--- config.mk ---
export PLATFORM = sky130hd
export DESIGN_NAME = lsu_mem_stage_flat
export DESIGN_NICKNAME = d
export VERILOG_FILES = /design/src/rtl/lsu_pkg.sv /design/src/rtl/lsu_mem_stage_if.sv /design/src/rtl/lsu_mem_stage.sv /design/src/flat_wrapper.sv
export SDC_FILE = /design/constraint.sdc
export NUM_CORES = 1
export LEC_CHECK = 0
export CAP_MARGIN = 10
export CORE_ASPECT_RATIO = 1.25
export CORE_MARGIN = 1.5
export CORE_UTILIZATION = 52
export CTS_CLUSTER_DIAMETER = 40
export DETAILED_ROUTE_END_ITERATION = 7
export PLACE_DENSITY = 0.93
export SLEW_MARGIN = 20
export SYNTH_ARGS = -nofsm -noshare
export SYNTH_HDL_FRONTEND = slang
export SYNTH_SLANG_ARGS = --single-unit
--- constraint.sdc ---
create_clock -name clk -period 4.37 [get_ports clk]
set_clock_uncertainty 0.2 [all_clocks]
set_input_delay 0.437 -clock clk [delete_from_list [all_inputs] [get_ports clk]]
set_output_delay 0.437 -clock clk [all_outputs]
set_load 0.02 [all_outputs]
--- src/rtl/lsu_pkg.sv ---
// Shared types and helpers for the load/store memory stage.
// The FSM state enum, opcode/size encodings and byte-extension helper live here.
package lsu_pkg;

    typedef enum logic [2:0] {
        IDLE,
        L_LO,
        L_HI,
        L_CAP,
        S_LO,
        S_HI
    } lsu_state_e;

    localparam logic OP_LOAD  = 1'b0;
    localparam logic OP_STORE = 1'b1;
    localparam logic SZ_BYTE  = 1'b0;
    localparam logic SZ_WORD  = 1'b1;

    function automatic logic [15:0] sext8to16(input logic [7:0] b);
        return {{8{b[7]}}, b};
    endfunction

endpackage

--- src/rtl/lsu_mem_stage_if.sv ---
// Bundle of request, writeback and DataMemory signals around lsu_mem_stage.
// slave = the LSU itself, master = the execute-side requester, mem = the byte memory.
interface lsu_mem_stage_if #(
    parameter int ADDR_W = 8,
    parameter int RD_W   = 3
);
    logic              req_valid;
    logic              req_ready;
    logic              req_write;
    logic              req_word;
    logic              req_signed;
    logic [ADDR_W-1:0] req_addr;
    logic [15:0]       req_wdata;
    logic [RD_W-1:0]   req_rd;

    logic              wb_valid;
    logic [RD_W-1:0]   wb_rd;
    logic [15:0]       wb_data;
    logic              store_done;

    logic              mem_read;
    logic              mem_write;
    logic [ADDR_W-1:0] mem_addr;
    logic [7:0]        mem_wdata;
    logic [7:0]        mem_rdata;

    modport slave (
        input  req_valid, req_write, req_word, req_signed, req_addr, req_wdata, req_rd,
        output req_ready,
        output wb_valid, wb_rd, wb_data, store_done,
        output mem_read, mem_write, mem_addr, mem_wdata,
        input  mem_rdata
    );

    modport master (
        output req_valid, req_write, req_word, req_signed, req_addr, req_wdata, req_rd,
        input  req_ready,
        input  wb_valid, wb_rd, wb_data, store_done
    );

    modport mem (
        input  mem_read, mem_write, mem_addr, mem_wdata,
        output mem_rdata
    );

endinterface

--- src/rtl/lsu_mem_stage.sv ---
// Load/store sequencer: splits 16-bit accesses into little-endian byte accesses
// on the 8-bit DataMemory and hides its one-cycle read latency from writeback.
module lsu_mem_stage
    import lsu_pkg::*;
#(
    parameter int ADDR_W = 8,
    parameter int RD_W   = 3
) (
    input logic           clk,
    input logic           rst_n,
    lsu_mem_stage_if.slave bus
);

    lsu_state_e        state_q, state_d;
    logic [ADDR_W-1:0] addr_q, addr_d;
    logic [7:0]        wdata_hi_q, wdata_hi_d;
    logic [RD_W-1:0]   rd_q, rd_d;
    logic              word_q, word_d;
    logic              signed_q, signed_d;
    logic [7:0]        lo_q, lo_d;

    logic              mem_read_q, mem_read_d;
    logic              mem_write_q, mem_write_d;
    logic [ADDR_W-1:0] mem_addr_q, mem_addr_d;
    logic [7:0]        mem_wdata_q, mem_wdata_d;
    logic              wb_valid_q, wb_valid_d;
    logic [RD_W-1:0]   wb_rd_q, wb_rd_d;
    logic [15:0]       wb_data_q, wb_data_d;
    logic              store_done_q, store_done_d;

    always_ff @(posedge clk or negedge rst_n) begin
        if (!rst_n) begin
            state_q      <= IDLE;
            addr_q       <= '0;
            wdata_hi_q   <= '0;
            rd_q         <= '0;
            word_q       <= 1'b0;
            signed_q     <= 1'b0;
            lo_q         <= '0;
            mem_read_q   <= 1'b0;
            mem_write_q  <= 1'b0;
            mem_addr_q   <= '0;
            mem_wdata_q  <= '0;
            wb_valid_q   <= 1'b0;
            wb_rd_q      <= '0;
            wb_data_q    <= '0;
            store_done_q <= 1'b0;
        end else begin
            state_q      <= state_d;
            addr_q       <= addr_d;
            wdata_hi_q   <= wdata_hi_d;
            rd_q         <= rd_d;
            word_q       <= word_d;
            signed_q     <= signed_d;
            lo_q         <= lo_d;
            mem_read_q   <= mem_read_d;
            mem_write_q  <= mem_write_d;
            mem_addr_q   <= mem_addr_d;
            mem_wdata_q  <= mem_wdata_d;
            wb_valid_q   <= wb_valid_d;
            wb_rd_q      <= wb_rd_d;
            wb_data_q    <= wb_data_d;
            store_done_q <= store_done_d;
        end
    end

    always_comb begin
        state_d      = state_q;
        addr_d       = addr_q;
        wdata_hi_d   = wdata_hi_q;
        rd_d         = rd_q;
        word_d       = word_q;
        signed_d     = signed_q;
        lo_d         = lo_q;
        mem_read_d   = mem_read_q;
        mem_write_d  = mem_write_q;
        mem_addr_d   = mem_addr_q;
        mem_wdata_d  = mem_wdata_q;
        wb_valid_d   = 1'b0;
        wb_rd_d      = wb_rd_q;
        wb_data_d    = wb_data_q;
        store_done_d = 1'b0;

        case (state_q)
            IDLE: begin
                if (bus.req_valid) begin
                    addr_d     = bus.req_addr;
                    wdata_hi_d = bus.req_wdata[15:8];
                    rd_d       = bus.req_rd;
                    word_d     = bus.req_word;
                    signed_d   = bus.req_signed;
                    mem_addr_d = bus.req_addr;
                    if (bus.req_write == OP_STORE) begin
                        mem_wdata_d = bus.req_wdata[7:0];
                        mem_write_d = 1'b1;
                        state_d     = S_LO;
                    end else begin
                        mem_read_d = 1'b1;
                        state_d    = L_LO;
                    end
                end
            end
            L_LO: begin
                if (word_q == SZ_WORD) begin
                    mem_addr_d = addr_q + ADDR_W'(1);
                    state_d    = L_HI;
                end else begin
                    mem_read_d = 1'b0;
                    state_d    = L_CAP;
                end
            end
            L_HI: begin
                // Low byte arrives now; the high byte follows one cycle later.
                lo_d       = bus.mem_rdata;
                mem_read_d = 1'b0;
                state_d    = L_CAP;
            end
            L_CAP: begin
                if (word_q == SZ_WORD) begin
                    wb_data_d = {bus.mem_rdata, lo_q};
                end else if (signed_q) begin
                    wb_data_d = sext8to16(bus.mem_rdata);
                end else begin
                    wb_data_d = {8'h00, bus.mem_rdata};
                end
                wb_valid_d = 1'b1;
                wb_rd_d    = rd_q;
                state_d    = IDLE;
            end
            S_LO: begin
                if (word_q == SZ_WORD) begin
                    mem_addr_d  = addr_q + ADDR_W'(1);
                    mem_wdata_d = wdata_hi_q;
                    state_d     = S_HI;
                end else begin
                    mem_write_d  = 1'b0;
                    store_done_d = 1'b1;
                    state_d      = IDLE;
                end
            end
            S_HI: begin
                mem_write_d  = 1'b0;
                store_done_d = 1'b1;
                state_d      = IDLE;
            end
            default: begin
                state_d = IDLE;
            end
        endcase
    end

    assign bus.req_ready  = (state_q == IDLE);
    assign bus.mem_read   = mem_read_q;
    assign bus.mem_write  = mem_write_q;
    assign bus.mem_addr   = mem_addr_q;
    assign bus.mem_wdata  = mem_wdata_q;
    assign bus.wb_valid   = wb_valid_q;
    assign bus.wb_rd      = wb_rd_q;
    assign bus.wb_data    = wb_data_q;
    assign bus.store_done = store_done_q;

endmodule
--- src/flat_wrapper.sv ---
// flat-port wrapper written by rule: the top's interface ports become plain ports
module lsu_mem_stage_flat import lsu_pkg::*;
#(
    parameter int ADDR_W = 8,
    parameter int RD_W   = 3
)
  (clk, rst_n, bus_req_valid, bus_req_write, bus_req_word, bus_req_signed, bus_req_addr, bus_req_wdata, bus_req_rd, bus_req_ready, bus_wb_valid, bus_wb_rd, bus_wb_data, bus_store_done, bus_mem_read, bus_mem_write, bus_mem_addr, bus_mem_wdata, bus_mem_rdata);
  lsu_mem_stage_if #(.ADDR_W(ADDR_W), .RD_W(RD_W)) bus_i ();
  input logic clk;
  input logic rst_n;
  input wire logic [$bits(bus_i.req_valid)-1:0] bus_req_valid;
  input wire logic [$bits(bus_i.req_write)-1:0] bus_req_write;
  input wire logic [$bits(bus_i.req_word)-1:0] bus_req_word;
  input wire logic [$bits(bus_i.req_signed)-1:0] bus_req_signed;
  input wire logic [$bits(bus_i.req_addr)-1:0] bus_req_addr;
  input wire logic [$bits(bus_i.req_wdata)-1:0] bus_req_wdata;
  input wire logic [$bits(bus_i.req_rd)-1:0] bus_req_rd;
  output wire logic [$bits(bus_i.req_ready)-1:0] bus_req_ready;
  output wire logic [$bits(bus_i.wb_valid)-1:0] bus_wb_valid;
  output wire logic [$bits(bus_i.wb_rd)-1:0] bus_wb_rd;
  output wire logic [$bits(bus_i.wb_data)-1:0] bus_wb_data;
  output wire logic [$bits(bus_i.store_done)-1:0] bus_store_done;
  output wire logic [$bits(bus_i.mem_read)-1:0] bus_mem_read;
  output wire logic [$bits(bus_i.mem_write)-1:0] bus_mem_write;
  output wire logic [$bits(bus_i.mem_addr)-1:0] bus_mem_addr;
  output wire logic [$bits(bus_i.mem_wdata)-1:0] bus_mem_wdata;
  input wire logic [$bits(bus_i.mem_rdata)-1:0] bus_mem_rdata;
  assign bus_i.req_valid = bus_req_valid;
  assign bus_i.req_write = bus_req_write;
  assign bus_i.req_word = bus_req_word;
  assign bus_i.req_signed = bus_req_signed;
  assign bus_i.req_addr = bus_req_addr;
  assign bus_i.req_wdata = bus_req_wdata;
  assign bus_i.req_rd = bus_req_rd;
  assign bus_req_ready = bus_i.req_ready;
  assign bus_wb_valid = bus_i.wb_valid;
  assign bus_wb_rd = bus_i.wb_rd;
  assign bus_wb_data = bus_i.wb_data;
  assign bus_store_done = bus_i.store_done;
  assign bus_mem_read = bus_i.mem_read;
  assign bus_mem_write = bus_i.mem_write;
  assign bus_mem_addr = bus_i.mem_addr;
  assign bus_mem_wdata = bus_i.mem_wdata;
  assign bus_i.mem_rdata = bus_mem_rdata;
  lsu_mem_stage #(.ADDR_W(ADDR_W), .RD_W(RD_W)) u_core (.clk(clk), .rst_n(rst_n), .bus(bus_i));
endmodule
==> results of run 1 <==
[path summary, 6_finish.rpt]
kind	start	depth (start not counted)	slack, ns	to
setup / recovery	u_core.state_q[0]$_DFFE_PN0N_	2	1.85	bus_req_ready
hold / removal	u_core.bus.wb_data[11]$_DFFE_PN0P_	2	0.28	u_core.bus.wb_data[11]$_DFFE_PN0P_
setup reg to reg	u_core.state_q[0]$_DFFE_PN0N_	4	1.88	u_core.bus.mem_addr[5]$_DFFE_PN0P_
hold reg to reg	u_core.bus.wb_data[11]$_DFFE_PN0P_	2	0.28	u_core.bus.wb_data[11]$_DFFE_PN0P_
max in group asynchronous	rst_n	3	2.77	u_core.word_q$_DFFE_PN0P_
min in group asynchronous	rst_n	2	0.44	u_core.bus.wb_data[5]$_DFFE_PN0P_
[critical path: cells and delay by family, from the launching register on]
kind,cells,cell delay [ns]
flops,1,0.62
buf+inv,1,0.65
simple gates,1,0.27
[registers in the layout (all words and copies together), names as in the netlist, 3 cells and up]
register / count
u_core.bus.wb_data: 16
u_core.bus.mem_wdata: 8
u_core.state_q: 3
u_core.bus.wb_rd: 3
u_core.rd_q: 3
u_core.wdata_hi_q: 8
u_core.bus.mem_addr: 8
u_core.addr_q: 8
u_core.lo_q: 8
[per-stage QoR]
stage                     hold slack, ns  power (uW)  cell area (um^2)  worst slack, ns  instances
after CTS                         0.0852        3280              4170             1.85        424
final                              0.282        3270              4200             1.85        426
after global placement             0.255        2570              3930             1.75        408
after detailed placement           0.266        2640              3930             1.62        408
after global routing               0.310        3470              4200             1.73        426
after floorplan                  -0.0586        2100              3110             2.50        274
[layout make-up]
cell class                      instances  area [um^2]  share of cell area
Clock buffer                           13          149              0.0355
Clock inverter                          3         90.1              0.0215
Inverter                                7         26.3             0.00626
Multi-Input combinational cell        182         1230               0.294
Sequential cell                        71         1780               0.424
Tap cell                               66         82.6              0.0197
Timing Repair Buffer                   84          838               0.200
[cell families (layout without fill, tap and decap cells)]
logic type	Yosys count	count (layout)
muxes	47	47
adders and majority gates	1	1
and+or+nand+nor	69	69
AOI/OAI and AO/OA	58	58
buffers and inverters	21	107
xor gates and xnor gates	7	7
DFF	71	71
[metal layers]
layer / vias to the layer above / wire [um] / track usage
li1: 1110 / - / -
met1: 1142 / 2720 / 0.267
met2: 68 / 3520 / 0.388
met3: 7 / 317 / 0.0620
met4: 0 / 65 / 0.0652
met5: - / 0 / 0
[repair_timing]
| item | 4_1_cts | 5_1_grt |
|---|---|---|
| setup endpoints to repair | 0 | 0 |
| gates resized for setup | 0 | 0 |
| hold endpoints to repair | 0 | 46 |
| hold buffers | 0 | 1 |
[report_power, final]
group / internal [uW] / total (uW) / leakage [uW] / switching, uW
Sequential: 977 / 1260 / 0.000856 / 284
Combinational: 702 / 1380 / 0.000795 / 676
Clock: 396 / 630 / 0.000118 / 234
Total: 2070 / 3270 / 0.00177 / 1190
[cells in the mapped netlist, drive strengths merged, types with 2 or more instances]
cell / number / area share
a211oi: 2 / 0.0088
a21oi: 19 / 0.031
a22oi: 2 / 0.0048
a31oi: 2 / 0.0040
buf: 9 / 0.019
clkbuf: 5 / 0.0060
dfrtp: 71 / 0.57
inv: 7 / 0.0084
mux2: 27 / 0.098
mux2i: 20 / 0.064
nand2: 37 / 0.045
nand3: 5 / 0.0080
nand3b: 2 / 0.0048
nor2: 16 / 0.019
nor3: 3 / 0.010
o21ai: 30 / 0.048
xnor2: 6 / 0.017
[layout by cell type, fill, tap and decap left out, types with 10 or more instances in the layout]
cell type	n
a21oi_1	19
clkbuf_8	10
clkdlybuf4s50_1	79
dfrtp_1	71
mux2_2	27
mux2i_1	20
nand2_1	37
nor2_1	16
o21ai_0	30
==> flow_summary.yaml, run 1 <==
hold_path:
  hold_class: "flop to flop"
cells_and_area:
  layout-drive-gt1-share: 0.136
  syn2layout_area_growth_pct: 34.8
  final_core_util: 0.726
  nets: 397
  fill_cells: 424
  antennaDiodeCount: 0
setup_path:
  worst_path_max_delay_cell: "clkdlybuf4s50_1"
  critPathCaptureType: "output port"
  crit_type: "flop to output port"
  worstPathArrival_ns: 1.88
  worstSetupStartpointType: "flop"
  cp_cell_sequence: "nor3_1 -> clkdlybuf4s50_1"
  worstPathRequired_ns: 3.73
  max_stage_delay_ns: 0.65
  worstPathMaxFanout: 14
synth:
  postSynthAreaPerCell_um2: 11.4
  yosys_register_bits: 71
  yosysUniqueCellTypes: 34
  yosys_warnings: 0
  async_flop_share: 1.00
  synthAdderAreaFrac: 0.00402
  synth_top_family_by_area: "multiplexers"
  muxShareOfSynthArea: 0.162
  synth_ff_type: "dfrtp_1"
  synth_edf_count: 0
  yosysSeqAreaShare: 0.571
  synthCells: 274
  yosys.area_share.simple: 0.105
  synthXorXnorAreaFrac: 0.0197
  syn-num-nets: 316
  synth_compound_area_frac: 0.105
  synth_area_um2: 3110
timing:
  tightest_slew_ns: 0.963
  slew_headroom: 0.355
  tns_ns: 0
  slew_violations: 0
  grt_setup_unrepaired: "no"
  fmax_ghz: 0.397
  finalCritPeriodShare: 0.576
  fin_crit_ns: 2.52
  setup_viol: 0
  hold_viol: 0
routing:
  drt_pre_antenna_iters: 4
  routedWlPerCell_um: 15.5
  drtIter0Drc: 100
  drtAntennaViolNets: 0
  routed_wl_um: 6620
  vias: 2327
  via_per_inst: 5.46
  drc: 0
place:
  io_buffers: 80
  hpwl_um: 4670
  gp_congestion: 0.816
floorplanning:
  start_util: 0.539
  core_um2: 5780
  die_w_um: 72.2
  ioPinCount: 81
  die_y_um: 89.5
  dieArea_um2: 6460
  placementRows: 31
cts:
  postCtsSetupBuffers: 0
  clk_pin_slew_ns: 0.07
  clock-root-buffer: "clkbuf_8"
  cts_tree: "done"
  cts_buffers: 9
  clock_sinks: 71
  h-tree-depth: 3
  clk_path_buf_depth: 2
  clk_latency_ns: 0.34
job:
  cap_violations: 0
global_routing:
  grt_pass1_wl_um: 10900
  grt_pass1_vias: 2321
  antenna_found_initial: 0
  grt.total_usage: 0.221
  overflow: 0
  grt_max_degree: 48
power_and_ir_drop:
  leakagePower_uw: 0.00177
  ir_drop_uv: 463
  powerDensity_nw_per_um2: 779
run_status:
  outcome: "completed"
No activity file was read; power rests on OpenSTA's default activity.
==> run 2, diff against run 1 <==
--- a/config.mk
+++ b/config.mk
@@ -8,10 +8,10 @@
 export CAP_MARGIN = 10
 export CORE_ASPECT_RATIO = 1.25
 export CORE_MARGIN = 1.5
-export CORE_UTILIZATION = 52
+export CORE_UTILIZATION = 48
 export CTS_CLUSTER_DIAMETER = 40
 export DETAILED_ROUTE_END_ITERATION = 7
-export PLACE_DENSITY = 0.93
+export PLACE_DENSITY = 0.87
 export SLEW_MARGIN = 20
 export SYNTH_ARGS = -nofsm -noshare
 export SYNTH_HDL_FRONTEND = slang
==> constraint.sdc (replaced) <==
create_clock -name clk -period 2.65 [get_ports clk]
set_clock_uncertainty 0.2 [all_clocks]
set_input_delay 0.265 -clock clk [delete_from_list [all_inputs] [get_ports clk]]
set_output_delay 0.265 -clock clk [all_outputs]
set_load 0.02 [all_outputs]
==> run 2 against run 1 <==
Largest cell class unchanged. Combinational power is 67% higher. Highest routed layer unchanged. Largest power group unchanged. First-iteration DRC count increased by 38%. Final cell count rose by 5.2%. Flip-flop and latch count stayed put. Via count is 1.8% lower.
==> flow_summary.yaml, run 2 (synthesis results as in run 1) <==
place:
  dp_slack_ns: 0.543
  hpwl_um: 4480
  dp.cells: 432
  gp_congestion: 0.788
  io_buffers: 80
timing:
  fmax_ghz: 0.429
  tns_ns: 0
  setup_viol: 0
  setup_ws_ns: 0.319
  slew_violations: 0
  tightest_slew_ns: 0.624
  hold_viol: 0
  slew_headroom: 0.584
  grt_setup_unrepaired: "no"
  finalCritPeriodShare: 0.880
  fin_crit_ns: 2.33
setup_path:
  cp_top_family: "buffers and inverters"
  worst_path_max_delay_cell: "clkdlybuf4s50_1"
  worstPathArrival_ns: 1.87
  path_buf_inv: 1
  ff2ff_setup_slack_ns: 0.56
  cp_cell_sequence: "nor3_1 -> clkdlybuf4s50_1"
  worstPathMaxFanout: 14
  worstPathRequired_ns: 2.18
  crit_type: "flop to output port"
  worstSetupStartpointType: "flop"
  critPathCaptureType: "output port"
  max_stage_delay_ns: 0.65
power_and_ir_drop:
  comb_power_share: 0.456
  leakagePower_uw: 0.00175
  powerDensity_nw_per_um2: 1210
  ir_drop_uv: 619
  switchingPower_uw: 1940
  internal-power_uw: 3130
  seqPwrFrac: 0.402
  netSwitchingFraction: 0.383
  p_clk_frac: 0.142
global_routing:
  grt.total_usage: 0.196
  overflow: 0
  grt_pass1_wl_um: 10100
  grt_pass1_vias: 2218
  grt_max_degree: 72
  antenna_found_initial: 0
cells_and_area:
  mostFrequentLayoutCell: "clkdlybuf4s50_1"
  finalNonFillerCells: 448
  layout-drive-gt1-share: 0.143
  final_cell_mix: "clkdlybuf4s50_1, dfrtp_1, nand2_1"
  antennaDiodeCount: 0
  nets: 401
  largest_reg_flops: 16
  syn2layout_area_growth_pct: 33.9
cts:
  clock-root-buffer: "clkbuf_8"
  cts_buffers: 9
  clk_latency_ns: 0.34
  h-tree-depth: 3
  clk_pin_slew_ns: 0.07
  clk_path_buf_depth: 2
  postCtsSetupBuffers: 0
  clock_sinks: 71
  cts_tree: "done"
floorplanning:
  start_util: 0.502
  die_y_um: 93.0
  placementRows: 32
  die_w_um: 75.0
  dieArea_um2: 6980
  core_um2: 6210
  ioPinCount: 81
routing:
  drt_pre_antenna_iters: 4
  vias: 2286
  drtIter0Drc: 138
  via_per_inst: 5.10
  drtAntennaViolNets: 0
  routed_wl_um: 6260
  routedWlPerCell_um: 14.0
  drc: 0
run_status:
  outcome: "completed"
job:
  cap_violations: 0
hold_path:
  hold_class: "input pin to asynchronous set/reset pin"
-- run 2: stage by stage --
stage	total power, uW	hold WS, ns	utilization	area (um^2)
2_1_floorplan	3460	-0.231	-	3110
4_1_cts	5120	0.284	0.672	4170
6_report	5070	0.269	0.672	4170
3_5_place_dp	4390	0.116	0.645	4000
5_1_grt	5450	0.294	0.672	4170
3_3_place_gp	4290	0.113	0.645	4000
-- run 2: worst min-delay path: cells and delay by family --
kind / cells / cell delay [ns]
buffers and inverters: 3 / 0.95
-- run 2: path summary, 6_finish.rpt --
| check | from | to | cells past startpoint |
|---|---|---|---|
| max in group asynchronous | rst_n | u_core.addr_q[4]$_DFFE_PN0P_ | 3 |
| hold reg to reg | u_core.bus.wb_data[14]$_DFFE_PN0P_ | u_core.bus.wb_data[14]$_DFFE_PN0P_ | 2 |
| hold / removal | rst_n | u_core.bus.wb_rd[2]$_DFFE_PN0P_ | 3 |
| setup reg to reg | u_core.state_q[1]$_DFFE_PN0N_ | u_core.lo_q[0]$_DFFE_PN0N_ | 3 |
| setup / recovery | u_core.state_q[0]$_DFFE_PN0N_ | bus_req_ready | 2 |
| min in group clk | u_core.bus.wb_data[14]$_DFFE_PN0P_ | u_core.bus.wb_data[14]$_DFFE_PN0P_ | 2 |
-- run 2: power groups by stage --
stage | registers, uW | logic (uW) | clock network, uW
after global placement | 2030 | 2260 | 0
after global routing | 2110 | 2550 | 786
after CTS | 2040 | 2340 | 740
final | 2030 | 2310 | 719
after detailed placement | 2060 | 2330 | 0
after floorplan | 2220 | 1240 | 0
-- run 2: layout make-up --
cell class	count	area (um^2)
Fill cell	514	2040
Sequential cell	71	1780
Multi-Input combinational cell	182	1230
Timing Repair Buffer	88	871
Clock buffer	12	135
Tap cell	85	106
Inverter	7	26.3
Clock inverter	3	21.3
-- run 2: timing repair --
item	in CTS	in global routing
resized for setup	0	0
hold buffers	1	0
endpoints found under the hold margin	71	0
setup endpoints to repair	0	0
-- run 2: per-layer routing --
layer | part of all wire | GRT usage | wire [um]
met2 | 0.50 | 0.312 | 3100
met4 | 0.019 | 0.0803 | 116
met5 | 0 | 0 | 0
met1 | 0.43 | 0.239 | 2660
met3 | 0.060 | 0.0668 | 377
==> run 3, diff against run 2 <==
--- a/config.mk
+++ b/config.mk
@@ -12,6 +12,7 @@
 export CTS_CLUSTER_DIAMETER = 40
 export DETAILED_ROUTE_END_ITERATION = 7
 export PLACE_DENSITY = 0.87
+export RECOVER_POWER = 100
 export SLEW_MARGIN = 20
 export SYNTH_ARGS = -nofsm -noshare
 export SYNTH_HDL_FRONTEND = slang
==> run 3 against run 2 <==
The run now ends with capacitance limit, slew limit left. Design area is 1.1% lower. Critical endpoint is now u_core.wdata_hi_q[3]$_DFFE_PN0P_. Count of clock-buffer cells in the layout stayed put. Clock power is 0.6% lower. Via count is 0.31% higher. Combinational power is 6% lower. Non-clock buffer count stayed put.
==> flow_summary.yaml, run 3 (synthesis results as in run 1) <==
cells_and_area:
  antennaDiodeCount: 0
  fill_cells: 524
  nets: 401
  final_cell_mix: "dfrtp_1, dlygate4sd3_1, clkdlybuf4s50_1"
  multiInputGateArea_um2: 1220
  largest_reg_flops: 16
  layout-drive-gt1-share: 0.132
  seqCellArea_um2: 1780
  syn2layout_area_growth_pct: 32.4
  mostFrequentLayoutCell: "dfrtp_1"
timing:
  slew_headroom: -0.107
  tns_ns: 0
  fmax_ghz: 0.425
  fin_crit_ns: 2.35
  setup_viol: 0
  grt_setup_unrepaired: "no"
  tightest_slew_ns: 1.66
  hold_viol: 0
  whs_ns: 0.271
  finalCritPeriodShare: 0.888
  slew_violations: 72
power_and_ir_drop:
  leakagePower_uw: 0.00176
  powerDensity_nw_per_um2: 1190
  ir_drop_uv: 600
cts:
  clock_sinks: 71
  clk_pin_slew_ns: 0.07
  cts_buffers: 9
  clk_latency_ns: 0.34
  cts_tree: "done"
  post_cts_resized: 0
  clock-root-buffer: "clkbuf_8"
  h-tree-depth: 3
  clk_path_buf_depth: 2
job:
  cap_violations: 1
setup_path:
  worstSetupStartpointType: "flop"
  crit_type: "flop to flop"
  worstPathRequired_ns: 2.67
  worstPathMaxFanout: 14
  worstPathArrival_ns: 2.37
  critPathCaptureType: "flop"
floorplanning:
  core_um2: 6210
  placementRows: 32
  start_util: 0.502
  dieArea_um2: 6980
  die_y_um: 93.0
  die_w_um: 75.0
  ioPinCount: 81
global_routing:
  grt_max_degree: 72
  overflow: 0
  grt_pass1_vias: 2218
  grt_pass1_wl_um: 10100
  grt.total_usage: 0.196
  antenna_found_initial: 0
hold_path:
  hold_class: "flop to flop"
routing:
  drc: 0
  routedWlPerCell_um: 13.9
  vias: 2293
  drt_pre_antenna_iters: 4
  drtAntennaViolNets: 0
  routed_wl_um: 6210
  drtIter0Drc: 141
  via_per_inst: 5.12
place:
  io_buffers: 80
  gp_congestion: 0.788
  hpwl_um: 4480
run_status:
  violations: "capacitance limit, slew limit"
  outcome: "finished, violations left"
## run 3: area by class of cell
class                      instances  area share
sequential                        71       0.431
multi-input combinational        182       0.295
timing repair buffer              88       0.204
clock buffer                      12      0.0328
tap                               85      0.0258
inverter                           7     0.00637
clock inverter                     3     0.00516
## run 3: timing repair
item / 4_1_cts / 5_1_grt
endpoints found under the setup margin: 0 / 0
hold endpoints to repair: 71 / 0
setup buffers: 0 / 0
hold buffers: 1 / 0
## run 3: layer usage
| metal | part of all wire | global-route usage | wire [um] |
|---|---|---|---|
| met5 | 0 | 0 | 0 |
| met4 | 0.015 | 0.0803 | 94 |
| met1 | 0.42 | 0.239 | 2610 |
| met3 | 0.064 | 0.0668 | 398 |
| met2 | 0.50 | 0.312 | 3100 |
## run 3: path summary, 6_finish.rpt
path                       slack (ns)                            endpoint                          startpoint  cells past startpoint
max in group asynchronous        0.49  u_core.bus.mem_addr[6]$_DFFE_PN0P_                               rst_n                      3
min in group asynchronous        0.77     u_core.bus.wb_rd[2]$_DFFE_PN0P_                               rst_n                      3
hold / removal                   0.27  u_core.bus.wb_data[14]$_DFFE_PN0P_  u_core.bus.wb_data[14]$_DFFE_PN0P_                      2
hold reg to reg                  0.27  u_core.bus.wb_data[14]$_DFFE_PN0P_  u_core.bus.wb_data[14]$_DFFE_PN0P_                      2
setup reg to reg                 0.30    u_core.wdata_hi_q[3]$_DFFE_PN0P_       u_core.state_q[0]$_DFFE_PN0N_                      3
setup / recovery                 0.30    u_core.wdata_hi_q[3]$_DFFE_PN0P_       u_core.state_q[0]$_DFFE_PN0N_                      3
## run 3: critical path, cell delays in order (launching register included)
cell      delay (ns)
dfrtp_1         0.58
nor4b_1         0.55
clkbuf_1        0.50
mux2_2          0.40
## run 3: where the power goes
group	switching [uW]	internal [uW]
clock	380	336
combinational	1130	1050
sequential	399	1610
total	1910	2990
## run 3: per-stage QoR
stage           util  setup WS (ns)  power (uW)  cell area [um^2]  std cells
2_1_floorplan      -          0.783        3460              3110        274
3_3_place_gp   0.645          0.648        4290              4000        432
3_5_place_dp   0.645          0.543        4390              4000        432
4_1_cts        0.672          0.283        5120              4170        448
5_1_grt        0.664          0.107        5290              4120        448
6_report       0.664          0.297        4900              4120        448
